### config.mk
export PLATFORM = sky130hd
export DESIGN_NAME = shift_reg_univ
export DESIGN_NICKNAME = d
export VERILOG_FILES = /design/src/rtl/shift_reg_pkg.sv /design/src/rtl/shift_step.sv /design/src/rtl/shift_reg_univ.sv
export SDC_FILE = /design/constraint.sdc
export NUM_CORES = 1
export LEC_CHECK = 0
export CAP_MARGIN = 20
export CORE_ASPECT_RATIO = 1.2
export CORE_UTILIZATION = 62
export CTS_CLUSTER_DIAMETER = 50
export DETAILED_ROUTE_END_ITERATION = 8
export DONT_BUFFER_PORTS = 1
export PLACE_DENSITY_LB_ADDON = 0.08
export SLEW_MARGIN = 10
export SYNTH_ARGS = -nofsm -noshare
export SYNTH_HDL_FRONTEND = slang
export SYNTH_SLANG_ARGS = --single-unit
### constraint.sdc
create_clock -name clk -period 2 [get_ports clk]
set_input_delay 0 -clock clk [delete_from_list [all_inputs] [get_ports clk]]
set_output_delay 0 -clock clk [all_outputs]
set_load 0.02 [all_outputs]
### src/rtl/shift_reg_pkg.sv
// Shared types for the universal shift register: command opcodes and FSM states.
package shift_reg_pkg;

   typedef enum logic [2:0] {
      OP_NOP   = 3'd0,
      OP_LOAD  = 3'd1,
      OP_CLEAR = 3'd2,
      OP_SHL   = 3'd3,
      OP_SHR   = 3'd4,
      OP_ASR   = 3'd5,
      OP_ROTL  = 3'd6,
      OP_ROTR  = 3'd7
   } op_t;

   typedef enum logic {
      IDLE  = 1'b0,
      SHIFT = 1'b1
   } state_t;

endpackage

### src/rtl/shift_step.sv
// One-step shift/rotate function; shared by the accept edge and every SHIFT-state edge.
module shift_step
   import shift_reg_pkg::*;
#(
   parameter int WIDTH = 8
) (
   input  logic [2:0]       op,
   input  logic             ser_in,
   input  logic [WIDTH-1:0] cur,
   output logic [WIDTH-1:0] nxt
);

   always_comb begin
      // NOTE: nxt gets a default before the case so non-shift opcodes cannot infer a latch.
      nxt = cur;
      case (op_t'(op))
         OP_SHL:  nxt = {cur[WIDTH-2:0], ser_in};
         OP_SHR:  nxt = {ser_in, cur[WIDTH-1:1]};
         OP_ASR:  nxt = {cur[WIDTH-1], cur[WIDTH-1:1]};
         OP_ROTL: nxt = {cur[WIDTH-2:0], cur[WIDTH-1]};
         OP_ROTR: nxt = {cur[0], cur[WIDTH-1:1]};
         default: nxt = cur;
      endcase
   end

endmodule

### src/rtl/shift_reg_univ.sv
// Word-wide register with complementary outputs, load/clear and multi-cycle
// shift/rotate commands accepted through a valid/ready handshake.
module shift_reg_univ
   import shift_reg_pkg::*;
#(
   parameter int WIDTH = 8,
   parameter int AMT_W = 4
) (
   input  logic             clk,
   input  logic             rst,
   input  logic             cmd_valid,
   output logic             cmd_ready,
   input  logic [2:0]       cmd_op,
   input  logic [AMT_W-1:0] cmd_amt,
   input  logic [WIDTH-1:0] load_data,
   input  logic             ser_in,
   output logic [WIDTH-1:0] q,
   output logic [WIDTH-1:0] q_bar,
   output logic             busy,
   output logic             done
);

   state_t             state_q, state_d;
   logic [AMT_W-1:0]   cnt_q, cnt_d;
   op_t                op_q, op_d;
   logic [WIDTH-1:0]   q_q, q_d;
   logic               done_q, done_d;

   op_t                cmd_op_e;
   op_t                step_op;
   logic [WIDTH-1:0]   step_nxt;
   logic               accept;

   assign cmd_op_e  = op_t'(cmd_op);
   assign cmd_ready = (state_q == IDLE);
   assign accept    = cmd_valid && cmd_ready;

   // In SHIFT the latched opcode drives the stepper; in IDLE the incoming one does.
   assign step_op   = (state_q == SHIFT) ? op_q : cmd_op_e;

   shift_step #(.WIDTH(WIDTH)) u_step (
      .op     (step_op),
      .ser_in (ser_in),
      .cur    (q_q),
      .nxt    (step_nxt)
   );

   always_comb begin
      state_d = state_q;
      cnt_d   = cnt_q;
      op_d    = op_q;
      q_d     = q_q;
      done_d  = 1'b0;

      case (state_q)
         IDLE: begin
            if (accept) begin
               case (cmd_op_e)
                  OP_NOP:   done_d = 1'b1;
                  OP_LOAD: begin
                     q_d    = load_data;
                     done_d = 1'b1;
                  end
                  OP_CLEAR: begin
                     q_d    = '0;
                     done_d = 1'b1;
                  end
                  default: begin
                     if (cmd_amt != '0) q_d = step_nxt;
                     if (cmd_amt > AMT_W'(1)) begin
                        cnt_d   = cmd_amt - AMT_W'(1);
                        op_d    = cmd_op_e;
                        state_d = SHIFT;
                     end else begin
                        done_d = 1'b1;
                     end
                  end
               endcase
            end
         end
         SHIFT: begin
            q_d   = step_nxt;
            cnt_d = cnt_q - AMT_W'(1);
            if (cnt_q == AMT_W'(1)) begin
               state_d = IDLE;
               done_d  = 1'b1;
            end
         end
         default: state_d = IDLE;
      endcase
   end

   // NOTE: state uses non-blocking assignments so every register samples pre-edge values.
   always_ff @(posedge clk or posedge rst) begin
      if (rst) begin
         state_q <= IDLE;
         cnt_q   <= '0;
         op_q    <= OP_NOP;
         q_q     <= '0;
         done_q  <= 1'b0;
      end else begin
         state_q <= state_d;
         cnt_q   <= cnt_d;
         op_q    <= op_d;
         q_q     <= q_d;
         done_q  <= done_d;
      end
   end

   assign q     = q_q;
   assign q_bar = ~q_q;
   assign busy  = (state_q == SHIFT);
   assign done  = done_q;

endmodule

==> out/qor.csv, run 1 <==
metric,value,unit
synth_seq_cells,17,
postSynthAreaPerCell,8.80,um^2
die_area,0.00233,mm^2
dp_slack,0.223,ns
powerDensity,1480,mW/mm^2
cts_tree,yes,
cts_sinks,17,
postLayoutCellArea,0.00156,mm^2
final_cell_count_no_fill,199,
gr-total-overflow,0,
r2r.worst_path.cells,6,
crit_type,reg -> reg,
synth-edff-count,0,
async_reset_ff_share,100,%
vias_per_cell,6.57,
synth_cells,151,
track_usage,31.3,%
die_y,52.7,um
cp-end-kind,flip-flop,
crit_chain,"buf_4, nand3_1, and3b_1, or2_1, o221ai_1, a22oi_1",
grt_max_degree,18,
die_x,44.3,um
num-fill-cells,160,
first_pass_iters,6,
placementRows,18,
ant_nets,0,
core,0.00205,mm^2
fin_nets,193,
antenna_found_initial,0,
port_buffers,0,
peakVddDrop,937,uV
yosysTopAreaCell,dfrtp_1,
synth_area_leaders,"dfrtp_1, a21oi_1, mux2_2",
yosysWarnings,0,
worst_pin_slew,0.685,ns
hold_class,in -> reg,
total_power,2.32,mW
synth-main-ff-cell,dfrtp_1,
violations,design-rule violations,
synth-seq-area-share,32.0,%
critPathLaunchType,flip-flop,
setup_viol,0,
drt_iter0_drc,33,
period_share,90.3,%
critPathMaxStageDelay,0.52,ns
min_period,1.81,ns
wl,3400,um
hold_viol,0,
drv_cap,0,
final_cell_mix,"a21oi_1, dfrtp_1, dlygate4sd3_1",
routedWlPerCell,17.1,um
report.final.slew_viol_count,0,
syn-num-nets,174,
hpwlAfterDp,2440,um
n_antenna_cell,0,
gp_congestion,0.930,
postCtsSetupBuffers,0,
synth_cell_types,45,
relSlewSlack,54.3,%
tns,0,ns
htree_levels,1,
num_vias,1308,
status,finished with violations,
arrival,1.99,ns
clock_latency,0.30,ns
rsz0062_at_grt,false,
synth_area,0.00133,mm^2
grt_pass1_wl,5470,um
drc,4,
io_pins,38,
grt_pass1_vias,1269,
yosysTopAreaCellShare,32.0,%
start_util,64.8,%
fin_ws,0.195,ns
clockBufferDepth,2,
clk_pin_slew,0.11,ns
cellLeakagePower,0.672,nW
syn_to_final_growth,17.4,%
cpMaxStageDelayCell,dfrtp_1,
fin_skew,0.00521,ns
dp.cells,179,
cts-root-buf,clkbuf_4,
hold_depth,2,
drive_gt1_share,13.0,%
numCtsBuffers,3,
placed_cell_area,0.00137,mm^2
cp.required,2.18,ns
fmax,0.554,GHz
crit_fanout,11,
-- area by class of cell --
class / count / area, um^2 / share of cell area [%]
multi-input combinational: 113 / 820 / 52.5
sequential: 17 / 425 / 27.3
timing repair buffer: 21 / 198 / 12.7
inverter: 14 / 52.6 / 3.37
tap: 30 / 37.5 / 2.41
clock buffer: 3 / 22.5 / 1.44
clock inverter: 1 / 5.00 / 0.321
-- synthesized netlist by cell type, types with 3 or more instances --
master    count
a21o_1        3
inv_1        13
nand3_1       4
o221ai_1      4
a211oi_1      3
mux2i_1       5
nor2_1        9
nand2_1       6
ha_1          4
mux2_2        7
o21ai_0       3
a221o_1       3
clkbuf_1      3
dfrtp_1      17
buf_2         3
nand3b_1      3
nor3_1        6
a21oi_1      17
-- stage by stage --
| stage | util [%] | hold slack (ns) |
|---|---|---|
| finish | 76.1 | 0.00883 |
| detailed placement | 66.7 | 0.00866 |
| floorplan | - | -0.0739 |
| global route | 76.1 | 0.0252 |
| CTS | 75.8 | 0.000608 |
| global placement | 66.7 | 0.00607 |
-- worst max-delay path, delay by kind of cell (launching register included) --
kind                   cells  cell delay [ns]
and+or+nand+nor            3             0.63
AOI/OAI and AO/OA          2             0.26
buffers and inverters      1             0.28
DFF                        1             0.52
-- logic make-up (layout without fill, tap and decap cells) --
family / Yosys count / in the layout / synth area share [%]
compound gates: 54 / 54 / 29.6
mux: 12 / 12 / 9.70
simple gates: 40 / 40 / 16.2
fa+ha+maj: 4 / 4 / 3.77
buf+inv: 21 / 39 / 6.78
flops: 17 / 17 / 32.0
xor+xnor: 3 / 3 / 1.98
-- power by group --
group / switching, mW / leakage [nW] / internal [mW]
registers: 0.346 / 0.196 / 0.515
logic: 0.702 / 0.458 / 0.558
clock network: 0.120 / 0.0177 / 0.0747
-- timing repair --
item	4_1_cts	5_1_grt
hold buffers	16	0
hold endpoints to repair	32	0
setup endpoints to repair	0	1
gates resized for setup	0	1
-- path summary, 6_finish.rpt --
check / startpoint / endpoint / slack [ns]
setup / recovery: busy / q[1] / 0.19
hold / removal: cmd_amt[3] / done / 0.009
setup reg to reg: busy / q[1] / 0.19
hold reg to reg: cnt_q[3] / cnt_q[3] / 0.52
max in group asynchronous: rst / op_q[1] / 1.33
min in group asynchronous: rst / q[3] / 0.23
-- state kept, by name, summed over array words and instances (netlist names) --
signal  cells
q           8
busy        1
cnt_q       4
done        1
op_q        3
-- metal layers --
metal  vias up  wire length (um)  track usage [%]
li1        608                 -                -
met3         6               255             4.14
met1       630              1270             34.7
met5         -                 0                0
met2        64              1840             60.8
met4         0                30             7.58
No activity file was read; power rests on OpenSTA's default activity.
==> run 2: changes to the inputs <==
--- a/config.mk
+++ b/config.mk
@@ -6,8 +6,8 @@
 export NUM_CORES = 1
 export LEC_CHECK = 0
 export CAP_MARGIN = 20
-export CORE_ASPECT_RATIO = 1.2
 export CORE_UTILIZATION = 62
+export CTS_BUF_LIST = sky130_fd_sc_hd__clkbuf_16
 export CTS_CLUSTER_DIAMETER = 50
 export DETAILED_ROUTE_END_ITERATION = 8
 export DONT_BUFFER_PORTS = 1
==> run 2 against run 1 <==
Effect of this change: the flow finishes with violations (negative hold slack); first-iteration DRC count rose by 18%; clock skew fell by 0.00066 ns; flip-flop and latch count stayed put; combinational power up 5%; via count grew 2.5%; fmax decreased by 1.9%; hold slack got worse by 0.012 ns; utilization is 4.3 points higher; global-route usage rose by 4.2 points; cell count is 1.5% lower; die area about the same; largest cell class unchanged; highest routed layer unchanged.
==> out/qor.csv, run 2 (synthesis gave the netlist of run 1 again) <==
metric,value,unit
syn_to_final_growth,20.0,%
die_area,0.00233,mm^2
relSlewSlack,53.3,%
port_buffers,0,
hold_class,in -> reg,
vias_per_cell,6.84,
routedWlPerCell,19.9,um
arrival,1.99,ns
fin_skew,0.00455,ns
cts_tree,yes,
peakVddDrop,1200,uV
crit_type,reg -> reg,
grt_pass1_wl,5580,um
postLayoutCellArea,0.00159,mm^2
report.final.slew_viol_count,0,
io_pins,38,
hold_depth,2,
status,finished with violations,
fin_nets,193,
period_share,92.0,%
cts-root-buf,clkbuf_16,
final_cell_mix,"a21oi_1, dfrtp_1, inv_1",
fin_ws,0.161,ns
first_pass_iters,4,
clockBufferDepth,2,
drc,0,
powerDensity,1640,mW/mm^2
placed_cell_area,0.00139,mm^2
path_buf_inv,1,
largest_reg_flops,8,
hold_viol,1,
dp_slack,0.314,ns
drt_iter0_drc,39,
grt_max_degree,18,
violations,negative hold slack,
die_y,48.3,um
min_to,q[2],
track_usage,35.4,%
cts_sinks,17,
r2r.worst_path.cells,6,
crit_fanout,9,
n_antenna_cell,0,
tns,0,ns
setup_viol,0,
placementRows,16,
numCtsBuffers,3,
grt_pass1_vias,1253,
r2r_start,busy,
antenna_found_initial,0,
fmax,0.544,GHz
start_util,67.0,%
cp-end-kind,flip-flop,
crit_chain,"buf_4, mux2_2, mux2i_1, o22ai_1, a21oi_1, o31ai_1",
drv_cap,0,
cellLeakagePower,0.697,nW
cp_top_family,compound AO/OA/AOI/OAI gates,
min_period,1.84,ns
critPathLaunchType,flip-flop,
gp_congestion,0.916,
critPathMaxStageDelay,0.42,ns
hpwlAfterDp,2540,um
gr-total-overflow,0,
worstReg2RegEnd,q[7],
cp.required,2.15,ns
r2r_setup_slack,0.16,ns
ant_nets,0,
core,0.00198,mm^2
total_power,2.61,mW
clk_pin_slew,0.06,ns
holdWs,-0.00347,ns
num_vias,1341,
cpMaxStageDelayCell,dfrtp_1,
htree_levels,1,
worst_pin_slew,0.700,ns
wl,3900,um
rsz0062_at_grt,false,
die_x,48.3,um
drive_gt1_share,13.6,%
clock_latency,0.25,ns
hp-start,load_data[2],
run 2: per-layer routing:
| metal | part of all wire, % | vias to the layer above | track usage (%) |
|---|---|---|---|
| met2 | 50 | 67 | 61.9 |
| met3 | 6.3 | 20 | 6.67 |
| li1 | - | 608 | - |
| met1 | 41 | 646 | 41.5 |
| met4 | 2.9 | 0 | 16.7 |
| met5 | 0 | - | 0 |
run 2: worst max-delay path by stage:
| stage | cells past startpoint | start | to | slack, ns |
|---|---|---|---|---|
| 6_report | 6 | busy | q[7] | 0.16 |
| 5_1_grt | 6 | busy | q[7] | 0.17 |
| 4_1_cts | 5 | busy | q[2] | 0.30 |
| 3_5_place_dp | 5 | busy | q[2] | 0.31 |
| 3_3_place_gp | 5 | busy | q[1] | 0.38 |
| 2_1_floorplan | 6 | busy | q[2] | 0.22 |
run 2: metrics by stage:
stage          instances  util, %  hold WS (ns)
2_1_floorplan        151        -       -0.0739
3_3_place_gp         179     69.9        0.0136
3_5_place_dp         179     69.9        0.0202
4_1_cts              196     80.4        0.0136
5_1_grt              196     80.4        0.0433
6_report             196     80.4      -0.00347
run 2: power breakdown:
group | total [mW] | internal [mW] | switching [mW] | leakage (nW)
logic | 1.32 | 0.570 | 0.753 | 0.459
registers | 0.875 | 0.517 | 0.359 | 0.196
clock network | 0.413 | 0.266 | 0.147 | 0.0423
run 2: worst reg2reg max path, cell delays in order, from the launching register on:
cell     delay [ns]
dfrtp_1        0.42
buf_4          0.21
mux2_2         0.39
mux2i_1        0.14
o22ai_1        0.24
a21oi_1        0.08
o31ai_1        0.26
run 2: final cells by class:
class                           instances  area [um^2]
Tap cell                               27         33.8
Sequential cell                        17          425
Inverter                               14         52.6
Multi-Input combinational cell        113          813
Fill cell                             129          388
Timing Repair Buffer                   21          190
Clock buffer                            3         75.1
Clock inverter                          1         3.75
run 2: timing repair:
item | in CTS | in global routing
buffers inserted | 0 | 0
gates resized for setup | 0 | 0
hold endpoints to repair | 30 | 0
hold buffers | 13 | 0
setup endpoints to repair | 0 | 0
